`config.mk`:
```
export PLATFORM = sky130hd
export DESIGN_NAME = uart_tx_arbiter_flat
export DESIGN_NICKNAME = d
export VERILOG_FILES = /design/src/rtl/uart_tx_arbiter_if.sv /design/src/rtl/uart_tx_arbiter.sv /design/src/flat_wrapper.sv
export SDC_FILE = /design/constraint.sdc
export NUM_CORES = 1
export LEC_CHECK = 0
export CORE_ASPECT_RATIO = 0.75
export CORE_MARGIN = 2
export CORE_UTILIZATION = 25
export DETAILED_ROUTE_END_ITERATION = 8
export PLACE_DENSITY_LB_ADDON = 0.05
export SLEW_MARGIN = 30
export SYNTH_ARGS = -nofsm -noshare
export SYNTH_HDL_FRONTEND = slang
export SYNTH_SLANG_ARGS = --single-unit
```
`constraint.sdc`:
```
create_clock -name clk -period 1.99 [get_ports clk]
set_input_delay 0.2985 -clock clk [delete_from_list [all_inputs] [get_ports clk]]
set_output_delay 0.2985 -clock clk [all_outputs]
set_load 0.01 [all_outputs]
```
`src/rtl/uart_tx_arbiter_if.sv`:
```
// Requester/transmitter handshake bundle for the shared-UART arbiter.
interface uart_tx_arbiter_if #(
  parameter int WORD_SIZE = 8,
  parameter int NUM_REQ   = 4
);
  localparam int ID_W = $clog2(NUM_REQ);

  logic [NUM_REQ-1:0]           req_valid;
  logic [NUM_REQ*WORD_SIZE-1:0] req_data;
  logic [NUM_REQ-1:0]           req_last;
  logic [NUM_REQ-1:0]           req_ready;
  logic                         tx_ready;
  logic                         send_valid;
  logic [WORD_SIZE-1:0]         data_bits;
  logic [ID_W-1:0]              grant_id;
  logic                         busy;

  modport master (
    output req_valid, req_data, req_last, tx_ready,
    input  req_ready, send_valid, data_bits, grant_id, busy
  );

  modport slave (
    input  req_valid, req_data, req_last, tx_ready,
    output req_ready, send_valid, data_bits, grant_id, busy
  );
endinterface

```
`src/rtl/uart_tx_arbiter.sv`:
```
// Round-robin sharing of one UART transmitter; a multi-word message keeps the
// grant until its last word or until the hold timeout expires.
module uart_tx_arbiter #(
  parameter  int WORD_SIZE    = 8,
  parameter  int NUM_REQ      = 4,
  parameter  int HOLD_TIMEOUT = 64,
  localparam int ID_W         = $clog2(NUM_REQ)
) (
  input  logic               clk,
  input  logic               rst,
  uart_tx_arbiter_if.slave   bus
);
  localparam int CNT_W = $clog2(HOLD_TIMEOUT + 1);

  typedef enum logic [2:0] {ARB, LOAD, WAIT_BUSY, WAIT_DONE, HOLD} state_t;

  state_t               state;
  logic [ID_W-1:0]      ptr;
  logic [ID_W-1:0]      grant;
  logic                 lock;
  logic [CNT_W-1:0]     hold_cnt;
  logic                 send;
  logic [WORD_SIZE-1:0] data_q;

  logic [ID_W-1:0]      win;
  logic [ID_W-1:0]      cand;
  logic [ID_W-1:0]      sel;
  logic [WORD_SIZE-1:0] sel_data;
  logic                 sel_last;
  logic                 xfer;
  logic [ID_W-1:0]      next_ptr;

  // Descending scan so the candidate nearest to ptr is written last and wins.
  always_comb begin
    win  = '0;
    cand = '0;
    for (int k = NUM_REQ - 1; k >= 0; k--) begin
      cand = ID_W'((int'(ptr) + k) % NUM_REQ);
      if (bus.req_valid[cand]) win = cand;
    end
  end

  always_comb begin
    bus.req_ready = '0;
    if (bus.tx_ready) begin
      if (state == ARB && |bus.req_valid) bus.req_ready[win] = 1'b1;
      else if (state == HOLD)             bus.req_ready[grant] = bus.req_valid[grant];
    end
  end

  assign sel  = (state == ARB) ? win : grant;
  assign xfer = |(bus.req_valid & bus.req_ready);

  always_comb begin
    sel_data = '0;
    for (int i = 0; i < NUM_REQ; i++)
      if (sel == ID_W'(i)) sel_data = bus.req_data[i*WORD_SIZE +: WORD_SIZE];
  end

  assign sel_last = bus.req_last[sel];
  assign next_ptr = (grant == ID_W'(NUM_REQ - 1)) ? '0 : grant + 1'b1;

  always_ff @(posedge clk) begin
    if (rst) begin
      state    <= ARB;
      ptr      <= '0;
      grant    <= '0;
      lock     <= 1'b0;
      hold_cnt <= '0;
      send     <= 1'b0;
      data_q   <= '0;
    end else begin
      case (state)
        ARB: if (xfer) begin
          data_q <= sel_data;
          grant  <= win;
          lock   <= !sel_last;
          send   <= 1'b1;
          state  <= LOAD;
        end
        LOAD: begin
          send  <= 1'b0;
          state <= WAIT_BUSY;
        end
        WAIT_BUSY: if (!bus.tx_ready) state <= WAIT_DONE;
        WAIT_DONE: if (bus.tx_ready) begin
          if (!lock) begin
            ptr   <= next_ptr;
            state <= ARB;
          end else begin
            hold_cnt <= '0;
            state    <= HOLD;
          end
        end
        HOLD: begin
          if (xfer) begin
            data_q <= sel_data;
            lock   <= !sel_last;
            send   <= 1'b1;
            state  <= LOAD;
          end else if (hold_cnt == CNT_W'(HOLD_TIMEOUT - 1)) begin
            lock  <= 1'b0;
            ptr   <= next_ptr;
            state <= ARB;
          end else begin
            hold_cnt <= hold_cnt + 1'b1;
          end
        end
        default: state <= ARB;
      endcase
    end
  end

  assign bus.send_valid = send;
  assign bus.data_bits  = data_q;
  assign bus.grant_id   = grant;
  assign bus.busy       = (state != ARB);
endmodule

```
`src/flat_wrapper.sv`:
```
// flat-port wrapper written by rule: the top's interface ports become plain ports
module uart_tx_arbiter_flat 
#(
  parameter  int WORD_SIZE    = 8,
  parameter  int NUM_REQ      = 4,
  parameter  int HOLD_TIMEOUT = 64,
  localparam int ID_W         = $clog2(NUM_REQ)
)
  (clk, rst, bus_req_valid, bus_req_data, bus_req_last, bus_tx_ready, bus_req_ready, bus_send_valid, bus_data_bits, bus_grant_id, bus_busy);
  uart_tx_arbiter_if #(.WORD_SIZE(WORD_SIZE), .NUM_REQ(NUM_REQ)) bus_i ();
  input  logic clk;
  input  logic rst;
  input wire logic [$bits(bus_i.req_valid)-1:0] bus_req_valid;
  input wire logic [$bits(bus_i.req_data)-1:0] bus_req_data;
  input wire logic [$bits(bus_i.req_last)-1:0] bus_req_last;
  input wire logic [$bits(bus_i.tx_ready)-1:0] bus_tx_ready;
  output wire logic [$bits(bus_i.req_ready)-1:0] bus_req_ready;
  output wire logic [$bits(bus_i.send_valid)-1:0] bus_send_valid;
  output wire logic [$bits(bus_i.data_bits)-1:0] bus_data_bits;
  output wire logic [$bits(bus_i.grant_id)-1:0] bus_grant_id;
  output wire logic [$bits(bus_i.busy)-1:0] bus_busy;
  assign bus_i.req_valid = bus_req_valid;
  assign bus_i.req_data = bus_req_data;
  assign bus_i.req_last = bus_req_last;
  assign bus_i.tx_ready = bus_tx_ready;
  assign bus_req_ready = bus_i.req_ready;
  assign bus_send_valid = bus_i.send_valid;
  assign bus_data_bits = bus_i.data_bits;
  assign bus_grant_id = bus_i.grant_id;
  assign bus_busy = bus_i.busy;
  uart_tx_arbiter #(.WORD_SIZE(WORD_SIZE), .NUM_REQ(NUM_REQ), .HOLD_TIMEOUT(HOLD_TIMEOUT)) u_core (.clk(clk), .rst(rst), .bus(bus_i));
endmodule
```
==> results.cfg, run 1 <==
[clock_network]
cts.sinks = 24
clk_pin_slew_ps = 100
clkLatencyLatePin_ps = 280
cts_tree = built
clockBufferDepth = 2
hold_buffers = 0
cts_buffers = 3
cts_htree_levels = 1
cts_root_buf = clkbuf_8

[timing]
rsz0062_at_grt = true
finalMaxSlewViolations = 0
worst_slew_pin_slew_ps = 363
hold_violations = 0
setup_ws_ps = -73.9
period_minus_slack_ps = 2060
fmax_mhz = 485
skew_ps = 7.10
finalSetupTns_ps = -260
maxSlewHeadroom_pct = 75.8
setup_viol = 9
post-route-period-util_pct = 104

[route]
drt-initial-drc-count = 61
drc = 0
drt-total-wl_um = 5140
antenna_left = 0
top_layer_used = met4
met1_length_um = 2600
wl_met3_um = 188
wl_met2_um = 2320
dr.pass1.iters = 4
vias = 1725
vias_per_cell = 4.74
wire_per_inst_um = 14.1

[yosys]
syn-mean-instance-area_um2 = 8.64
synth_seq_cells = 24
ys.flop_type = dfxtp_1
ys_top_cells_by_area = dfxtp_1 (30%), mux2i_1 (12%), nor2_1 (6.1%)
synth_area_leader_cell = dfxtp_1
synth.net_count = 232
synthMuxAreaShare_pct = 14.8
synth-compound-area-share_pct = 18.8
syn_inst = 184
synth_xor_area_share_pct = 0
synth_top_family_by_area = simple AND/OR/NAND/NOR gates
synth-simple-area-share_pct = 28.0
synthAdderAreaFrac_pct = 3.94
ys_seq_area_share_pct = 30.2
yosys.area.top_type_share_pct = 30.2
synth-async-reset-ratio_pct = 0
synth-edff-count = 0
ys_warn_count = 0
ys_types = 41
netlist_area_um2 = 1590

[setup_path]
max_stage_delay_ps = 490
cp_cell_sequence = mux4_2 > and2_4 > and3_4 > nand2b_4 > or4_1 > a21oi_1
crit_arrival_ps = 2280
crit_required_ps = 2210
crit_type = flip-flop to flip-flop
crit_path_end_kind = flip-flop
crit_slowest_cell = mux4_2
worst-path-max-fanout = 7
start_kind = flip-flop

[floorplan]
rows = 25
die_h_um = 73.0
core_um2 = 6220
start_util_pct = 25.5
io_pins = 59
die_x_um = 96.1
die_area_um2 = 7020

[finish]
diodes = 0
final_cell_mix = clkdlybuf4s50_1 (50), buf_4 (39), nor2_1 (22), dfxtp_1 (19), mux2i_1 (16)
final_common_cell = clkdlybuf4s50_1
fillers = 602
syn_to_final_growth_pct = 80.9
drive_gt1_share_pct = 36.7
finalNetCount = 332

[power]
vdd_drop_max_v = 0.000278
p_leak_uw = 0.00108
p_per_area_nw_per_um2 = 521

[outcome]
outcome = complete, but fails checks
violations = setup timing

[global_routing]
antenna_found_initial = 0
track_usage_pct = 15.3
first_global_vias = 1725
grt_overflow_total = 0
grt_max_degree = 17
grt_pass1_wl_um = 8290

[run]
cap_violations = 0

[placed_design]
place_congestion = 0.798
port_buffers = 58
place_ws_ps = -631
dpl.hpwl_um = 3740

[worst_hold_path]
holdCritPathClass = flip-flop to flip-flop
## per-layer routing
layer  vias up  GRT usage, %
li1        885             -
met1       807          21.6
met2        28          24.3
met3         5          3.51
met4         0          2.38
met5         -             0
## sequential cells by signal, summed over array words and instances (netlist names)
name                   count
u_core.state               3
u_core.bus.grant_id        2
u_core.hold_cnt            7
u_core.lock                1
u_core.bus.send_valid      1
u_core.ptr                 2
u_core.bus.data_bits       8
## final cells by class
type,instances,area (um^2),share of cell area [%]
multi-input cells,149,1290,45.1
repair buffers,101,901,31.3
flip-flops and latches,24,492,17.1
well taps,81,101,3.53
clock buffers,4,66.3,2.31
inverters,5,18.8,0.653
## worst max-delay path, delay by kind of cell (launching register included)
| kind | cells | cell delay (ps) |
|---|---|---|
| AO/OA/AOI/OAI | 1 | 130 |
| multiplexers | 1 | 490 |
| AND/OR/NAND/NOR | 4 | 1010 |
| flip-flops | 1 | 380 |
## path summary, 6_finish.rpt
kind | start | end | slack, ps | depth (start not counted)
setup / recovery | u_core.bus.grant_id[0]$_SDFFE_PP0P_ | u_core.hold_cnt[4]$_SDFFE_PP0P_ | -70 | 6
hold / removal | u_core.hold_cnt[1]$_SDFFE_PP0P_ | u_core.hold_cnt[1]$_SDFFE_PP0P_ | 480 | 2
setup reg to reg | u_core.bus.grant_id[0]$_SDFFE_PP0P_ | u_core.hold_cnt[4]$_SDFFE_PP0P_ | -70 | 6
hold reg to reg | u_core.hold_cnt[1]$_SDFFE_PP0P_ | u_core.hold_cnt[1]$_SDFFE_PP0P_ | 480 | 2
## synth_stat cells (3+ instances only)
library cell	count
clkbuf_1	3
ha_1	5
nand2_1	12
a2111oi_1	6
nand2b_1	4
and3_1	9
a22oi_1	4
a21oi_1	10
mux2i_1	19
nor2b_1	9
dfxtp_1	24
a32oi_1	3
nor2_1	26
o21ai_0	11
inv_1	5
## what timing repair did
| action | 4_1_cts | 5_1_grt |
|---|---|---|
| endpoints found under the setup margin | 23 | 23 |
| setup buffers | 7 | 2 |
| pin swaps | 11 | 14 |
| gates cloned | 1 | 0 |
| resized for setup | 52 | 33 |
## power by group
| part | total [uW] | internal, uW | switching, uW |
|---|---|---|---|
| combinational | 566 | 325 | 241 |
| clock | 398 | 219 | 178 |
| sequential | 533 | 509 | 23.8 |
| total | 1500 | 1050 | 443 |
## cells by family (layout without fill, tap and decap cells)
logic type | after synthesis | count (layout)
and+or+nand+nor | 80 | 81
AOI/OAI and AO/OA | 42 | 42
DFF | 24 | 24
muxes | 21 | 21
buffers and inverters | 12 | 110
adders and majority gates | 5 | 5
## through the flow
stage | utilization (%) | total power, uW | hold WS [ps] | cell area, um^2 | instances
4_1_cts | 44.6 | 1470 | 486 | 2780 | 364
3_5_place_dp | 40.6 | 1010 | 468 | 2530 | 352
6_report | 46.2 | 1500 | 480 | 2870 | 364
2_1_floorplan | - | 746 | 381 | 1600 | 184
5_1_grt | 46.2 | 1580 | 515 | 2870 | 364
3_3_place_gp | 40.6 | 1010 | 462 | 2530 | 352
(Power assumes the default switching activity.)
==> run 2: changes to the inputs <==
--- a/config.mk
+++ b/config.mk
@@ -14,3 +14,4 @@
 export SYNTH_ARGS = -nofsm -noshare
 export SYNTH_HDL_FRONTEND = slang
 export SYNTH_SLANG_ARGS = --single-unit
+export TNS_END_PERCENT = 1
==> run 2 against run 1 <==
  * The run still ends with setup timing left
  * Fmax increased by 1.2%
  * Largest power group unchanged
  * Cell count increased by 1.1%
  * Clock power increased by 9.3%
  * Wire length decreased by 5.9%
  * Critical endpoint unchanged
==> results.cfg, run 2 (synthesis results as in run 1) <==
[finish]
final_area_um2 = 2820
final_cell_mix = clkdlybuf4s50_1 (50), buf_4 (43), nor2_1 (23), dfxtp_1 (21), mux2i_1 (19)
drive_gt1_share_pct = 33.8
final_common_cell = clkdlybuf4s50_1
fillers = 635
stdcell_count = 368
finalNetCount = 336
diodes = 0
fin_util_pct = 45.3
largest_reg_flops = 8
syn_to_final_growth_pct = 77.3

[timing]
maxSlewHeadroom_pct = 77.8
setup_ws_ps = -49.2
fmax_mhz = 490
period_minus_slack_ps = 2040
setup_viol = 8
hold_violations = 0
post-route-period-util_pct = 102
skew_ps = 2.95
worst_slew_pin_slew_ps = 332
rsz0062_at_grt = true
finalMaxSlewViolations = 0
finalSetupTns_ps = -280

[power]
vdd_drop_max_v = 0.000225
total_power_uw = 1500
p_leak_uw = 0.00109
power.internal_uw = 1100
p_per_area_nw_per_um2 = 533
seq_power_share_pct = 35.2
p_comb_share_pct = 35.8
p_switching_uw = 406
switching_share_pct = 27.0
clock_power_share_pct = 29.0

[clock_network]
clk_pin_slew_ps = 90
cts_buffers = 3
cts_root_buf = clkbuf_8
clkLatencyLatePin_ps = 270
clockBufferDepth = 2
cts.sinks = 24
cts_tree = built
cts_htree_levels = 1

[setup_path]
crit_path_end_kind = flip-flop
crit_required_ps = 2200
ff2ff_setup_slack_ps = -50
worst-path-max-fanout = 8
rr_worst_depth = 6
crit_arrival_ps = 2250
start_kind = flip-flop
crit_type = flip-flop to flip-flop
reg2reg_from = u_core.bus.grant_id[0]$_SDFFE_PP0P_
r2r-end = u_core.hold_cnt[4]$_SDFFE_PP0P_

[placed_design]
dp.cells = 357
placed_area_um2 = 2560
port_buffers = 58
dpl.hpwl_um = 3730
place_congestion = 0.830

[route]
wire_per_inst_um = 13.1
dr.pass1.iters = 4
top_layer_used = met4
antenna_left = 0
drc = 0
wl_met2_um = 2190
vias_per_cell = 4.72
wl_met3_um = 160
drt-total-wl_um = 4840
vias = 1738
met1_length_um = 2460
drt-initial-drc-count = 42

[worst_hold_path]
hold_depth = 1
holdCritPathClass = flip-flop to flip-flop
holdPathEnd = u_core.hold_cnt[6]$_SDFFE_PP0P_
hold_start = u_core.hold_cnt[6]$_SDFFE_PP0P_

[global_routing]
grt_pass1_wl_um = 8080
first_global_vias = 1686
antenna_found_initial = 0
grt_max_degree = 18
grt_overflow_total = 0
track_usage_pct = 14.7

[floorplan]
die_area_um2 = 7020
die_x_um = 96.1
die_h_um = 73.0
rows = 25
io_pins = 59
start_util_pct = 25.5
core_um2 = 6220

[run]
cap_violations = 0

[outcome]
outcome = complete, but fails checks
violations = setup timing
-- run 2: cell count changes in the layout (fill, tap and decap cells not counted), sizes merged --
cell	delta
dlygate4sd2	+1
buf	+4
clkbuf	-2
bufinv	+1
-- run 2: through the flow --
step	hold slack (ps)	setup WS, ps
2_1_floorplan	375	-50.3
3_3_place_gp	460	-639
3_5_place_dp	466	-669
4_1_cts	480	-54.1
5_1_grt	489	-137
6_report	473	-49.2
-- run 2: repair_timing --
item                                    4_1_cts  5_1_grt
pin swaps                                     8       10
gates cloned                                  1        0
gates resized for setup                      45       20
endpoints found under the setup margin       23       22
buffers inserted                              5        3
hold buffers                                  0        0
-- run 2: final cells by class --
| cell class | instances | area (um^2) | area share, % |
|---|---|---|---|
| clock buffers | 3 | 41.3 | 1.47 |
| clock inverters | 1 | 30.0 | 1.07 |
| inverters | 5 | 18.8 | 0.666 |
| multi-input cells | 149 | 1190 | 42.3 |
| flip-flops and latches | 24 | 489 | 17.4 |
| well taps | 81 | 101 | 3.60 |
| repair buffers | 105 | 945 | 33.5 |
-- run 2: power by group through the flow --
| stage | registers [uW] | logic [uW] | clock network (uW) |
|---|---|---|---|
| final | 528 | 538 | 435 |
| after global routing | 532 | 585 | 475 |
| after CTS | 530 | 524 | 459 |
| after detailed placement | 541 | 472 | 0 |
| after global placement | 541 | 477 | 0 |
| after floorplan | 555 | 190 | 0 |
-- run 2: worst max-delay path by stage --
| stage | from | end | slack (ps) | cells past startpoint |
|---|---|---|---|---|
| detailed placement | bus_req_valid[2] | bus_req_ready[2] | -670 | 8 |
| global placement | bus_req_valid[2] | bus_req_ready[3] | -640 | 8 |
| global route | u_core.bus.grant_id[0]$_SDFFE_PP0P_ | u_core.bus.data_bits[0]$_SDFFE_PP0P_ | -140 | 6 |
| CTS | u_core.bus.grant_id[0]$_SDFFE_PP0P_ | u_core.hold_cnt[4]$_SDFFE_PP0P_ | -50 | 6 |
| finish | u_core.bus.grant_id[0]$_SDFFE_PP0P_ | u_core.hold_cnt[4]$_SDFFE_PP0P_ | -50 | 6 |
| floorplan | u_core.bus.grant_id[0]$_SDFFE_PP0P_ | u_core.hold_cnt[4]$_SDFFE_PP0P_ | -50 | 7 |
-- run 2: critical path, cell delays in order (launching register included) --
cell and delay (ps):
dfxtp_4 370, mux4_2 500, and2_4 200, and3_4 200, nand2b_4 190, or4_1 410
a21oi_1 120
-- run 2: per-layer routing --
layer,vias up,global-route usage (%)
li1,895,-
met1,815,20.9
met2,24,23.1
met3,4,2.89
met4,0,3.33
met5,-,0
